[config.mk]
export PLATFORM = sky130hd
export DESIGN_NAME = bool_op_arbiter_flat
export DESIGN_NICKNAME = d
export VERILOG_FILES = /design/src/rtl/bool_op_arbiter_if.sv /design/src/rtl/bool_op_arbiter.sv /design/src/flat_wrapper.sv
export SDC_FILE = /design/constraint.sdc
export NUM_CORES = 1
export LEC_CHECK = 0
export ABC_CLOCK_PERIOD_IN_PS = 5250
export CORE_ASPECT_RATIO = 0.5
export CORE_MARGIN = 5
export CORE_UTILIZATION = 47
export DETAILED_ROUTE_END_ITERATION = 8
export GPL_TIMING_DRIVEN = 1
export PLACE_DENSITY = 0.82
export SLEW_MARGIN = 20
export SYNTH_ARGS = -nofsm -noshare
export SYNTH_HDL_FRONTEND = slang
export SYNTH_SLANG_ARGS = --single-unit
export TNS_END_PERCENT = 100
[constraint.sdc]
create_clock -name clk -period 5.25 [get_ports clk]
set_input_delay 0.525 -clock clk [delete_from_list [all_inputs] [get_ports clk]]
set_output_delay 0.525 -clock clk [all_outputs]
set_load 0.01 [all_outputs]
[src/rtl/bool_op_arbiter_if.sv]
// Operand/result bundle between two requesters, the shared logic unit and the consumer.
// No latency: a set of wires only.
// valid/ready on each request port and on the result port.
interface bool_op_arbiter_if #(
    parameter int WIDTH = 8,
    parameter int CNT_W = 16
);
    logic             req0_valid;
    logic             req0_ready;
    logic [WIDTH-1:0] req0_a;
    logic [WIDTH-1:0] req0_b;
    logic             req1_valid;
    logic             req1_ready;
    logic [WIDTH-1:0] req1_a;
    logic [WIDTH-1:0] req1_b;
    logic             res_valid;
    logic             res_ready;
    logic [WIDTH-1:0] res_data;
    logic             res_id;
    logic             res_op;
    logic [CNT_W-1:0] done_cnt;

    // Requester/consumer side.
    modport master (
        output req0_valid, req0_a, req0_b,
        output req1_valid, req1_a, req1_b,
        output res_ready,
        input  req0_ready, req1_ready,
        input  res_valid, res_data, res_id, res_op, done_cnt
    );

    // Arbiter side.
    modport slave (
        input  req0_valid, req0_a, req0_b,
        input  req1_valid, req1_a, req1_b,
        input  res_ready,
        output req0_ready, req1_ready,
        output res_valid, res_data, res_id, res_op, done_cnt
    );
endinterface

[src/rtl/bool_op_arbiter.sv]
// Two requesters share one boolean unit (A MSB=0: A|B, A MSB=1: A^B); round-robin grant,
// or fixed priority to requester 0 when BOOL_OP_ARB_FIXED_PRIO_EN is defined.
// Latency 1 cycle accept->res_valid; single result slot, readys drop while the slot is full and res_ready is low.
module bool_op_arbiter #(
    parameter int WIDTH = 8,
    parameter int CNT_W = 16
) (
    input  logic             clk,
    input  logic             rst,
    bool_op_arbiter_if.slave bus
);

    logic             res_valid_q, res_valid_d;
    logic [WIDTH-1:0] res_data_q,  res_data_d;
    logic             res_id_q,    res_id_d;
    logic             res_op_q,    res_op_d;
    logic [CNT_W-1:0] done_cnt_q,  done_cnt_d;
`ifndef BOOL_OP_ARB_FIXED_PRIO_EN
    logic             last_grant_q, last_grant_d;
`endif

    logic             can_accept;
    logic             grant0, grant1;
    logic             acc0, acc1, handoff;
    logic [WIDTH-1:0] sel_a, sel_b;

    // Grant selection; depends only on the valids and the arbitration history.
    always_comb begin
        grant0 = 1'b0;
        grant1 = 1'b0;
        if (bus.req0_valid && bus.req1_valid) begin
`ifdef BOOL_OP_ARB_FIXED_PRIO_EN
            grant0 = 1'b1;
`else
            // Contention goes to whoever did not win last time.
            if (last_grant_q) grant0 = 1'b1;
            else              grant1 = 1'b1;
`endif
        end else if (bus.req0_valid) begin
            grant0 = 1'b1;
        end else if (bus.req1_valid) begin
            grant1 = 1'b1;
        end
    end

    // Handshake qualifiers; readys are held low while in reset so no outputs move.
    always_comb begin
        can_accept     = !res_valid_q || bus.res_ready;
        bus.req0_ready = grant0 && can_accept && !rst;
        bus.req1_ready = grant1 && can_accept && !rst;
        acc0           = bus.req0_valid && bus.req0_ready;
        acc1           = bus.req1_valid && bus.req1_ready;
        handoff        = res_valid_q && bus.res_ready;
        sel_a          = acc1 ? bus.req1_a : bus.req0_a;
        sel_b          = acc1 ? bus.req1_b : bus.req0_b;
    end

    // Next-state for the result slot, counter and arbitration history.
    always_comb begin
        res_valid_d  = res_valid_q;
        res_data_d   = res_data_q;
        res_id_d     = res_id_q;
        res_op_d     = res_op_q;
        done_cnt_d   = done_cnt_q;
`ifndef BOOL_OP_ARB_FIXED_PRIO_EN
        last_grant_d = last_grant_q;
`endif
        if (handoff) begin
            // Natural wrap at 2^CNT_W.
            done_cnt_d  = done_cnt_q + {{(CNT_W-1){1'b0}}, 1'b1};
            res_valid_d = 1'b0;
        end
        // A new accept refills the slot, including in the same cycle it drains.
        if (acc0 || acc1) begin
            res_valid_d  = 1'b1;
            res_op_d     = sel_a[WIDTH-1];
            res_data_d   = sel_a[WIDTH-1] ? (sel_a ^ sel_b) : (sel_a | sel_b);
            res_id_d     = acc1;
`ifndef BOOL_OP_ARB_FIXED_PRIO_EN
            last_grant_d = acc1;
`endif
        end
    end

    // State registers; reset discards any in-flight result and favours requester 0 next.
    always_ff @(posedge clk or posedge rst) begin
        if (rst) begin
            res_valid_q  <= 1'b0;
            res_data_q   <= '0;
            res_id_q     <= 1'b0;
            res_op_q     <= 1'b0;
            done_cnt_q   <= '0;
`ifndef BOOL_OP_ARB_FIXED_PRIO_EN
            last_grant_q <= 1'b1;
`endif
        end else begin
            res_valid_q  <= res_valid_d;
            res_data_q   <= res_data_d;
            res_id_q     <= res_id_d;
            res_op_q     <= res_op_d;
            done_cnt_q   <= done_cnt_d;
`ifndef BOOL_OP_ARB_FIXED_PRIO_EN
            last_grant_q <= last_grant_d;
`endif
        end
    end

    assign bus.res_valid = res_valid_q;
    assign bus.res_data  = res_data_q;
    assign bus.res_id    = res_id_q;
    assign bus.res_op    = res_op_q;
    assign bus.done_cnt  = done_cnt_q;

endmodule

[src/flat_wrapper.sv]
// flat-port wrapper written by rule: the top's interface ports become plain ports
module bool_op_arbiter_flat 
#(
    parameter int WIDTH = 8,
    parameter int CNT_W = 16
)
  (clk, rst, bus_req0_valid, bus_req0_a, bus_req0_b, bus_req1_valid, bus_req1_a, bus_req1_b, bus_res_ready, bus_req0_ready, bus_req1_ready, bus_res_valid, bus_res_data, bus_res_id, bus_res_op, bus_done_cnt);
  bool_op_arbiter_if #(.WIDTH(WIDTH), .CNT_W(CNT_W)) bus_i ();
  input  logic clk;
  input  logic rst;
  input wire logic [$bits(bus_i.req0_valid)-1:0] bus_req0_valid;
  input wire logic [$bits(bus_i.req0_a)-1:0] bus_req0_a;
  input wire logic [$bits(bus_i.req0_b)-1:0] bus_req0_b;
  input wire logic [$bits(bus_i.req1_valid)-1:0] bus_req1_valid;
  input wire logic [$bits(bus_i.req1_a)-1:0] bus_req1_a;
  input wire logic [$bits(bus_i.req1_b)-1:0] bus_req1_b;
  input wire logic [$bits(bus_i.res_ready)-1:0] bus_res_ready;
  output wire logic [$bits(bus_i.req0_ready)-1:0] bus_req0_ready;
  output wire logic [$bits(bus_i.req1_ready)-1:0] bus_req1_ready;
  output wire logic [$bits(bus_i.res_valid)-1:0] bus_res_valid;
  output wire logic [$bits(bus_i.res_data)-1:0] bus_res_data;
  output wire logic [$bits(bus_i.res_id)-1:0] bus_res_id;
  output wire logic [$bits(bus_i.res_op)-1:0] bus_res_op;
  output wire logic [$bits(bus_i.done_cnt)-1:0] bus_done_cnt;
  assign bus_i.req0_valid = bus_req0_valid;
  assign bus_i.req0_a = bus_req0_a;
  assign bus_i.req0_b = bus_req0_b;
  assign bus_i.req1_valid = bus_req1_valid;
  assign bus_i.req1_a = bus_req1_a;
  assign bus_i.req1_b = bus_req1_b;
  assign bus_i.res_ready = bus_res_ready;
  assign bus_req0_ready = bus_i.req0_ready;
  assign bus_req1_ready = bus_i.req1_ready;
  assign bus_res_valid = bus_i.res_valid;
  assign bus_res_data = bus_i.res_data;
  assign bus_res_id = bus_i.res_id;
  assign bus_res_op = bus_i.res_op;
  assign bus_done_cnt = bus_i.done_cnt;
  bool_op_arbiter #(.WIDTH(WIDTH), .CNT_W(CNT_W)) u_core (.clk(clk), .rst(rst), .bus(bus_i));
endmodule
**Word-level counts from Yosys, hierarchy flattened**

Cells that the tools add are included.

- Bits in registers: 28
- Output and inout bits: 29
- Logic and storage cells: 34

- Add/sub/neg operators: 1
- Muxes and demuxes: 12
- Bitwise operators: 2
- Reduce and logical (&&, ||, !) cells: 13

Operators by type and width:

| operator | number |
|---|---|
| 8-bit 2-to-1 mux | 3 |
| 16-bit by 1-bit adder with 16-bit output, second input constant | 1 |
| 1-bit 2-to-1 mux | 9 |
| 1-bit logical AND | 8 |
| 8-bit OR | 1 |
| 8-bit bitwise XOR | 1 |
| 1-bit zero test | 2 |
| 1-bit logical OR | 2 |
| 2-bit nonzero test | 1 |

**Depth between registers and ports, before layout**

Gate-level depths: netlist of run 1.

- Depth after elaboration: 9
- Depth in mapped cells: 10

**Worst setup path after synthesis of run 1**

OpenSTA, ideal clock, no wires.

- Path type: input-to-reg
- Start point: input rst
- End point: register u_core.res_data_q[4] (netlist: u_core.bus.res_data[4])
- Setup time: 0.118 ns
- Arrival time: 2.707 ns
- Data required time: 5.132 ns
- Path slack: 2.425 ns
- Stages: 10
- Buffers on the path: 2
- Cells stage by stage: inv_1 > and3_4 > buf_8 > buf_12 > mux2i_1 > ha_1 > nand2b_1 > a21oi_1 > a211oi_1 > a21o_1

- Word-level cells in the longest chain between the ends: 6
- Elaborated cells on any way between the ends: 11
- Classes of those cells: 3 x mux; 2 x bitwise; 6 x reduce/logical

Ends and longest elaborated chain:

| what | RTL line | RTL |
|---|---|---|
| from (decl) | flat_wrapper.sv:10 | `input logic rst;` |
| 1-bit zero test (*) | bool_op_arbiter.sv:50 | `bus.req1_ready = grant1 && can_accept && !rst;` |
| 1-bit logical AND (*) | bool_op_arbiter.sv:50 |  |
| named net bus_req1_ready | flat_wrapper.sv:19 | `output wire logic [$bits(bus_i.req1_ready)-1:0] bus_req1_ready;` |
| 1-bit logical AND (*) | bool_op_arbiter.sv:52 | `acc1 = bus.req1_valid && bus.req1_ready;` |
| 8-bit 2-to-1 mux (on tied branches) | bool_op_arbiter.sv:54, bool_op_arbiter.sv:55 |  |
| 8-bit OR / 8-bit bitwise XOR (equally long branches) | bool_op_arbiter.sv:77 | `res_data_d = sel_a[WIDTH-1] ? (sel_a ^ sel_b) : (sel_a \| sel_b);` |
| 8-bit 2-to-1 mux | bool_op_arbiter.sv:77 |  |
| to (signal assigned) | bool_op_arbiter.sv:98 | `res_data_q <= res_data_d;` |
| to (decl) | bool_op_arbiter.sv:14 | `logic [WIDTH-1:0] res_data_q, res_data_d;` |

Mark *: on every way through the listed nets, which the timed path passes. The rest lies on a longest branch.
A chain may end at the register's enable or synchronous reset.

**Worst setup path after layout of run 1**

- Start point: input bus_req0_valid
- End point: output bus_req1_ready

- Word-level cells in the longest chain between the ends: 4
- Elaborated cells on any way between the ends: 5
- Classes of those cells: 2 x mux; 3 x reduce/logical

Ends and longest elaborated chain:

| what | RTL line | RTL |
|---|---|---|
| from (decl) | flat_wrapper.sv:11 | `input wire logic [$bits(bus_i.req0_valid)-1:0] bus_req0_valid;` |
| 1-bit 2-to-1 mux / 1-bit logical AND (equally long branches) | bool_op_arbiter.sv:39, bool_op_arbiter.sv:31 |  |
| 1-bit 2-to-1 mux (*) | bool_op_arbiter.sv:31 | `if (bus.req0_valid && bus.req1_valid) begin` |
| 1-bit logical AND (*) (2 in a row) | bool_op_arbiter.sv:50 |  |
| to (decl) | flat_wrapper.sv:19 |  |

Mark *: on every way between the ends. The rest lies on a longest branch, timed or not.

==> impl_metrics.ini, run 1 <==
[sta]
skew_ps = 1.95
layout_setup_ws_ps = 2160
max_slew_margin_pct = 56.7
fin_setup_tns_ps = 0
drv_slew = 0
post-route-period-util_pct = 59.0
min_period_ps = 3090
setup_viol = 0
fmax_ghz = 0.323
hold_viol = 0
worst_pin_slew_ps = 647
rsz0062_at_grt = false

[routing]
drtIter0Drc = 45
viasPerCell = 5.13
wire_per_inst_microns = 13.5
routed-wl-met2_microns = 2000
ant_nets = 0
wl_met3_microns = 147
wirelength_microns = 3750
drcViolationCount = 0
top_layer = met4
wl_met1_microns = 1570
first_pass_iters = 4
vias = 1425

[grt]
grt.overflow.total = 0
grt_usage_pct = 15.9
grt_pass1_wl_microns = 6240
grt_max_degree = 20
grt_pass1_vias = 1384
antenna_found_initial = 0

[die]
rows = 15
start_util_pct = 49.6
core_sq_mm = 0.00349
ios = 66
dieWidth_microns = 95.9
die_y_microns = 52.9
die-area_sq_mm = 0.00507

[synthesis]
synth-seq-area-share_pct = 40.5
avgSynthCellArea_sq_um = 10.6
synth.area.top_cells = dfrtp_1 39%, mux2i_1 9.8%, xnor2_1 7.1%
synth.top_cells.by_count = 27 x dfrtp_1, 19 x nand2_1, 17 x mux2i_1
synthDistinctLibCells = 33
synth_top_area_share_pct = 39.0
yosys.area.top_type = dfrtp_1
synth-edff-count = 0
synth-async-reset-ratio_pct = 100
syn_nets = 208
synth.most_common_cell = dfrtp_1
synth_ff_type = dfrtp_1
syn_area_sq_mm = 0.00173
syn_inst = 163
synth-seq-cells = 28
ys_warn_count = 0

[hold_path]
min_path_type = reg2reg

[clock_tree]
insertion_delay_ps = 280
numCtsBuffers = 3
ctsResizeCount = 0
cts_root_buffer = clkbuf_8
hold_buffers = 0
cts.sinks = 28
cts_tree = built
post_cts_buffers = 0
cts.path.max_buffers = 2
clkSlewWorstSetupHoldPaths_ps = 90
h-tree-depth = 1

[setup_path]
path_class = in2out
startpoint_type = primary input
arrival_ps = 2570
cp.required_ps = 4720
critPathCaptureType = output port
path_max_fanout = 18

[cells_and_area]
nNetsFinal = 273
drive_gt1_share_pct = 7.49
antenna_cells = 0
instances_no_fill = 278
area_delta_synth_final_pct = 42.7

[placement]
post-place-ws_ps = 2150
gp_congestion = 0.790
dp.final_hpwl_microns = 2920
port_buffers = 65
dp.cells = 274

[power]
power.density_mw_per_mm2 = 298
power_w = 0.000737
power.leakage_nw = 1.04
ir_drop_v = 0.000144

[run]
maxCapViolCount = 0

[outcome]
status = complete, no violations
## metrics by stage
step	utilization [%]	area [sq um]	hold slack, ps
after floorplan	-	1730	507
after global placement	68.8	2400	458
after detailed placement	68.8	2400	461
after CTS	70.8	2470	479
after global routing	70.8	2470	506
final	70.8	2470	472
## critical path, stage by stage
cell	delay (ps)
clkdlybuf4s50_1	530
a21boi_4	440
and3_4	470
clkdlybuf4s50_1	600
## final timing paths
kind                                    startpoint                       to  slack (ps)  depth (start not counted)
max in group asynchronous                      rst   u_core.bus.done_cnt[3]        4030                          3
hold / removal             u_core.bus.done_cnt[15]  u_core.bus.done_cnt[15]         470                          1
min in group asynchronous                      rst   u_core.bus.done_cnt[2]         580                          2
hold reg to reg            u_core.bus.done_cnt[15]  u_core.bus.done_cnt[15]         470                          1
setup reg to reg               u_core.last_grant_q   u_core.bus.res_data[1]        2820                          8
setup / recovery                    bus_req0_valid           bus_req1_ready        2160                          4
## per-layer routing
layer | track usage [%] | up-vias
met4 | 4.25 | 0
met1 | 17.8 | 690
met5 | 0 | -
li1 | - | 702
met2 | 30.6 | 29
met3 | 3.69 | 4
## power breakdown
| part | switching [W] | internal (W) | total, W |
|---|---|---|---|
| clock | 0.0000667 | 0.000102 | 0.000169 |
| combinational | 0.000109 | 0.000153 | 0.000263 |
| sequential | 0.0000458 | 0.000260 | 0.000305 |
## sequential cells by signal, indices dropped and copies added, names as in the netlist
| name | count |
|---|---|
| u_core.bus.done_cnt | 16 |
| u_core.bus.res_data | 8 |
| u_core.bus.res_id | 1 |
| u_core.bus.res_op | 1 |
| u_core.bus.res_valid | 1 |
| u_core.last_grant_q | 1 |
## layout by cell type (no fill, tap or decap), drive strengths merged, types with 4 or more instances in the layout
cell type and instances:
a21o 5, nand2 19, nand3 6, o21ai 13
nand2b 7, xnor2 14, a21oi 4, mux2i 17
o211ai 5, dfrtp 27, clkdlybuf4s50 65, ha 8
inv 8
## layout make-up
| class | instances | area, sq um |
|---|---|---|
| clock buffer | 3 | 41.3 |
| clock inverter | 1 | 30.0 |
| fill | 276 | 1020 |
| inverter | 8 | 30.0 |
| multi-input combinational | 121 | 947 |
| sequential | 28 | 702 |
| tap | 51 | 63.8 |
| timing repair buffer | 66 | 658 |
## cell families (layout without fill, tap and decap cells)
logic type | Yosys count | count (layout) | share of synthesized area [%]
multiplexers | 20 | 20 | 12.0
flip-flops | 28 | 28 | 40.5
adder cells (fa/ha/maj) | 8 | 8 | 5.78
AND/OR/NAND/NOR | 44 | 44 | 14.9
XOR/XNOR | 17 | 17 | 8.59
buffers and inverters | 14 | 78 | 4.84
AO/OA/AOI/OAI | 32 | 32 | 13.4
Power figures use the tool's default switching activity.
==> run 2, diff against run 1 <==
Settings changed: ABC_CLOCK_PERIOD_IN_PS 5250 to 3130, CORE_UTILIZATION 47 to 44, PLACE_DENSITY 0.82 to 0.77.
Clock period 5.25 ns to 3.13 ns, I/O delays scaled along.
==> run 2 against run 1 <==
Against the previous run:
- count of clock-buffer cells in the layout did not move
- register-to-register slack got worse by 1800 ps
- via count fell by 1.6%
- sequential power rose by 69%
- setup slack got worse by 1400 ps
- hold slack got worse by 63 ps
- die area rose by 5.8%
==> impl_metrics.ini, run 2 (synthesized netlist as in run 1, its figures left out) <==
[clock_tree]
clkSlewWorstSetupHoldPaths_ps = 90
cts_root_buffer = clkbuf_8
cts.path.max_buffers = 2
post_cts_buffers = 0
cts.sinks = 28
cts_tree = built
h-tree-depth = 1
hold_buffers = 0
insertion_delay_ps = 280
numCtsBuffers = 3
ctsResizeCount = 0

[routing]
first_pass_iters = 4
drtIter0Drc = 24
drcViolationCount = 0
wirelength_microns = 3860
viasPerCell = 4.95
ant_nets = 0
wire_per_inst_microns = 13.6
vias = 1402

[setup_path]
path_class = in2out
arrival_ps = 2030
startpoint_type = primary input
critPathSlowestCell = clkdlybuf4s50_1
reg2regPathDepth = 8
path_max_fanout = 18
r2r_setup_slack_ps = 990
cpMostUsedCell = clkdlybuf4s50_1
critical_path_buf_inv_count = 2
critPathCaptureType = output port
path_cells = clkdlybuf4s50_1 > a21boi_4 > and3_4 > clkdlybuf4s50_1
critPathTopFamily = buffers and inverters
r2r-start = u_core.bus.res_valid
cpPeakStageDelay_ps = 600
r2r-end = u_core.bus.res_data[5]
cp.required_ps = 2820

[cells_and_area]
largest_register_ffs = 16
nNetsFinal = 275
finish.utilization_pct = 64.8
instances_no_fill = 283
area_delta_synth_final_pct = 43.8
final_cell_mix = 65 x clkdlybuf4s50_1, 27 x dfrtp_1, 19 x nand2_1
seq_area_sq_um = 702
multi_input_area_sq_um = 947
drive_gt1_share_pct = 8.30
final_common_cell = clkdlybuf4s50_1
antenna_cells = 0
fillers = 324

[outcome]
status = complete, no violations

[sta]
post-route-period-util_pct = 74.8
min_period_ps = 2340
hold_viol = 0
fmax_ghz = 0.427
skew_ps = 8.80
fin_setup_tns_ps = 0
max_slew_margin_pct = 54.2
rsz0062_at_grt = false
setup_viol = 0
drv_slew = 0
worst_pin_slew_ps = 686

[die]
die-area_sq_mm = 0.00537
die_y_microns = 54.4
start_util_pct = 45.1
rows = 16
core_sq_mm = 0.00384
dieWidth_microns = 98.8
ios = 66

[placement]
dp.final_hpwl_microns = 3040
gp_congestion = 0.766
port_buffers = 65
dp.cells = 279

[grt]
grt_usage_pct = 14.8
grt_max_degree = 21
grt_pass1_wl_microns = 6420
grt.overflow.total = 0
grt_pass1_vias = 1444
antenna_found_initial = 0

[power]
power.density_mw_per_mm2 = 497
ir_drop_v = 0.000290
power.leakage_nw = 1.05
power_w = 0.00124

[hold_path]
min_path_type = in2async

[run]
maxCapViolCount = 0
## run 2: tightest hold or removal path, stage by stage
cell and delay [ps]:
clkdlybuf4s50_1 400, inv_1 110, buf_4 210
## run 2: worst max-delay path by stage
stage,startpoint,endpoint,slack (ps),cells after the start
CTS,bus_req0_valid,bus_req1_ready,770,4
global route,bus_req0_valid,u_core.bus.res_data[5],680,9
finish,bus_req1_valid,bus_req1_ready,790,4
floorplan,rst,u_core.bus.res_data[4],520,10
detailed placement,bus_req0_valid,u_core.bus.res_data[5],500,9
global placement,bus_req1_valid,u_core.bus.res_data[6],610,9
## run 2: power by group
group          internal, W  leakage, nW  switching, W
Sequential        0.000435        0.351     0.0000786
Clock             0.000171       0.0357      0.000111
Combinational     0.000259        0.665      0.000182
Total             0.000866         1.05      0.000372
## run 2: final cells by class
type                    instances  share of cell area (%)
inverters                       8                    1.21
well taps                      54                    2.71
repair buffers                 68                    27.0
flip-flops and latches         28                    28.2
clock inverters                 1                    1.21
multi-input cells             121                    38.0
clock buffers                   3                    1.66
## run 2: per-layer routing
metal | wire length, microns | vias up | global-route usage (%)
met4 | 43 | 0 | 4.99
met3 | 153 | 8 | 3.56
met5 | 0 | - | 0
met2 | 2070 | 28 | 29.7
li1 | - | 708 | -
met1 | 1590 | 658 | 15.9
## run 2: stage by stage
| step | setup slack, ps | hold slack [ps] | cell area, sq um |
|---|---|---|---|
| 2_1_floorplan | 517 | 432 | 1730 |
| 3_3_place_gp | 606 | 462 | 2420 |
| 3_5_place_dp | 500 | 466 | 2420 |
| 4_1_cts | 772 | 417 | 2490 |
| 5_1_grt | 680 | 443 | 2490 |
| 6_report | 789 | 409 | 2490 |
==> run 3, diff against run 2 <==
Settings changed: ABC_CLOCK_PERIOD_IN_PS 3130 to 2420.
Clock period 3.13 ns to 2.42 ns, I/O delays scaled along.
==> run 3 against run 2 <==
Against the previous run:
- count of clock-buffer cells in the layout unchanged
- wire length grew 1.5%
- sequential share of layout area shrank 0.43 points
- final area rose by 1.6%
- combinational power grew 31%
- non-clock buffer count increased by 3
- global-route usage grew 0.83 points
- critical endpoint is now u_core.bus.res_data[6]
==> impl_metrics.ini, run 3 (synthesized netlist as in run 1, its figures left out) <==
[outcome]
status = complete, no violations

[setup_path]
path_class = in2reg
critPathTopFamily = buffers and inverters
arrival_ps = 2350
critPathCaptureType = flop
reg2regPathDepth = 9
r2r_setup_slack_ps = 320
cp.required_ps = 2600
cpPeakStageDelay_ps = 520
startpoint_type = primary input
critical_path_buf_inv_count = 2
r2r-start = u_core.last_grant_q
r2r-end = u_core.bus.res_data[6]
path_max_fanout = 10
critPathSlowestCell = clkdlybuf4s50_1
path_cells = clkdlybuf4s50_1 > a21boi_4 > and3_4 > buf_12 > mux2i_1 > ha_1 > nand2b_1 > a21oi_1 > a211oi_1 > a21o_1

[clock_tree]
post_cts_buffers = 0
cts_root_buffer = clkbuf_8
h-tree-depth = 1
cts.sinks = 28
cts.path.max_buffers = 2
insertion_delay_ps = 280
hold_buffers = 0
clkSlewWorstSetupHoldPaths_ps = 100
ctsResizeCount = 0
numCtsBuffers = 3
cts_tree = built

[placement]
post-place-ws_ps = -20.2
port_buffers = 65
dp.final_hpwl_microns = 3070
dp.cells = 282
gp_congestion = 0.747
placed_area_sq_mm = 0.00246

[cells_and_area]
instances_no_fill = 286
final_common_cell = clkdlybuf4s50_1
largest_register_ffs = 16
antenna_cells = 0
nNetsFinal = 278
area_delta_synth_final_pct = 46.0
final_area_sq_mm = 0.00253
final_cell_mix = 65 x clkdlybuf4s50_1, 27 x dfrtp_1, 19 x nand2_1
drive_gt1_share_pct = 9.91

[die]
core_sq_mm = 0.00384
rows = 16
dieWidth_microns = 98.8
start_util_pct = 45.1
die-area_sq_mm = 0.00537
ios = 66
die_y_microns = 54.4

[routing]
viasPerCell = 5.02
drtIter0Drc = 31
first_pass_iters = 5
ant_nets = 0
vias = 1437
drcViolationCount = 0
wire_per_inst_microns = 13.7
wirelength_microns = 3910

[sta]
fmax_ghz = 0.460
skew_ps = 2.96
max_slew_margin_pct = 55.1
min_period_ps = 2170
hold_viol = 0
worst_hold_slack_ps = 453
worst_pin_slew_ps = 671
rsz0062_at_grt = false
drv_slew = 0
layout_setup_ws_ps = 248
setup_viol = 0
post-route-period-util_pct = 89.8

[power]
power.density_mw_per_mm2 = 642
ir_drop_v = 0.000280
power.leakage_nw = 1.06

[run]
maxCapViolCount = 0

[hold_path]
min_path_type = in2async

[grt]
grt_pass1_vias = 1474
grtUsageMet2_pct = 32.3
busiest_layer = met2
grt_max_degree = 30
grt.overflow.total = 0
antenna_found_initial = 0
grt_util_met3_pct = 3.94
grt_usage_pct = 15.7
grtUsageMet1_pct = 17.0
grt_pass1_wl_microns = 6730
==> run 3: tightest hold or removal path: cells and delay by family <==
family                 cells  cell delay (ps)
buffers and inverters      3              920
==> run 3: metrics by stage <==
step / setup TNS [ps] / total power, W / utilization [%]
CTS: 0 / 0.00164 / 65.8
floorplan: 0 / 0.000949 / -
detailed placement: -29.8 / 0.00126 / 64.0
finish: 0 / 0.00162 / 65.8
global placement: 0 / 0.00124 / 64.0
global route: 0 / 0.00172 / 65.8
==> run 3: cell type report <==
cell class | count | area (sq um)
well taps | 54 | 67.6
flip-flops and latches | 28 | 702
clock inverters | 1 | 30.0
multi-input cells | 121 | 947
fillers | 329 | 1310
repair buffers | 71 | 708
inverters | 8 | 33.8
clock buffers | 3 | 41.3
==> run 3: layer usage <==
metal / vias up / wire length [microns]
met5: - / 0
met4: 0 / 25
met2: 26 / 2120
met1: 699 / 1640
li1: 710 / -
met3: 2 / 128
==> run 3: where the power goes <==
part	switching (W)	internal [W]	total [W]
combinational	0.000238	0.000344	0.000581
clock	0.000158	0.000222	0.000379
sequential	0.000100	0.000563	0.000663
total	0.000495	0.00113	0.00162
==> run 3: worst max path at each step <==
stage / start / slack [ps] / endpoint / depth (start not counted)
final: bus_req1_valid / 250 / u_core.bus.res_data[6] / 10
after global routing: bus_req1_valid / 90 / u_core.bus.res_data[6] / 10
after CTS: bus_req1_valid / 240 / u_core.bus.res_data[6] / 10
after detailed placement: bus_req1_valid / -20 / u_core.bus.res_data[4] / 10
after global placement: bus_req1_valid / 60 / u_core.bus.res_data[3] / 10
after floorplan: rst / 140 / u_core.bus.res_data[4] / 10
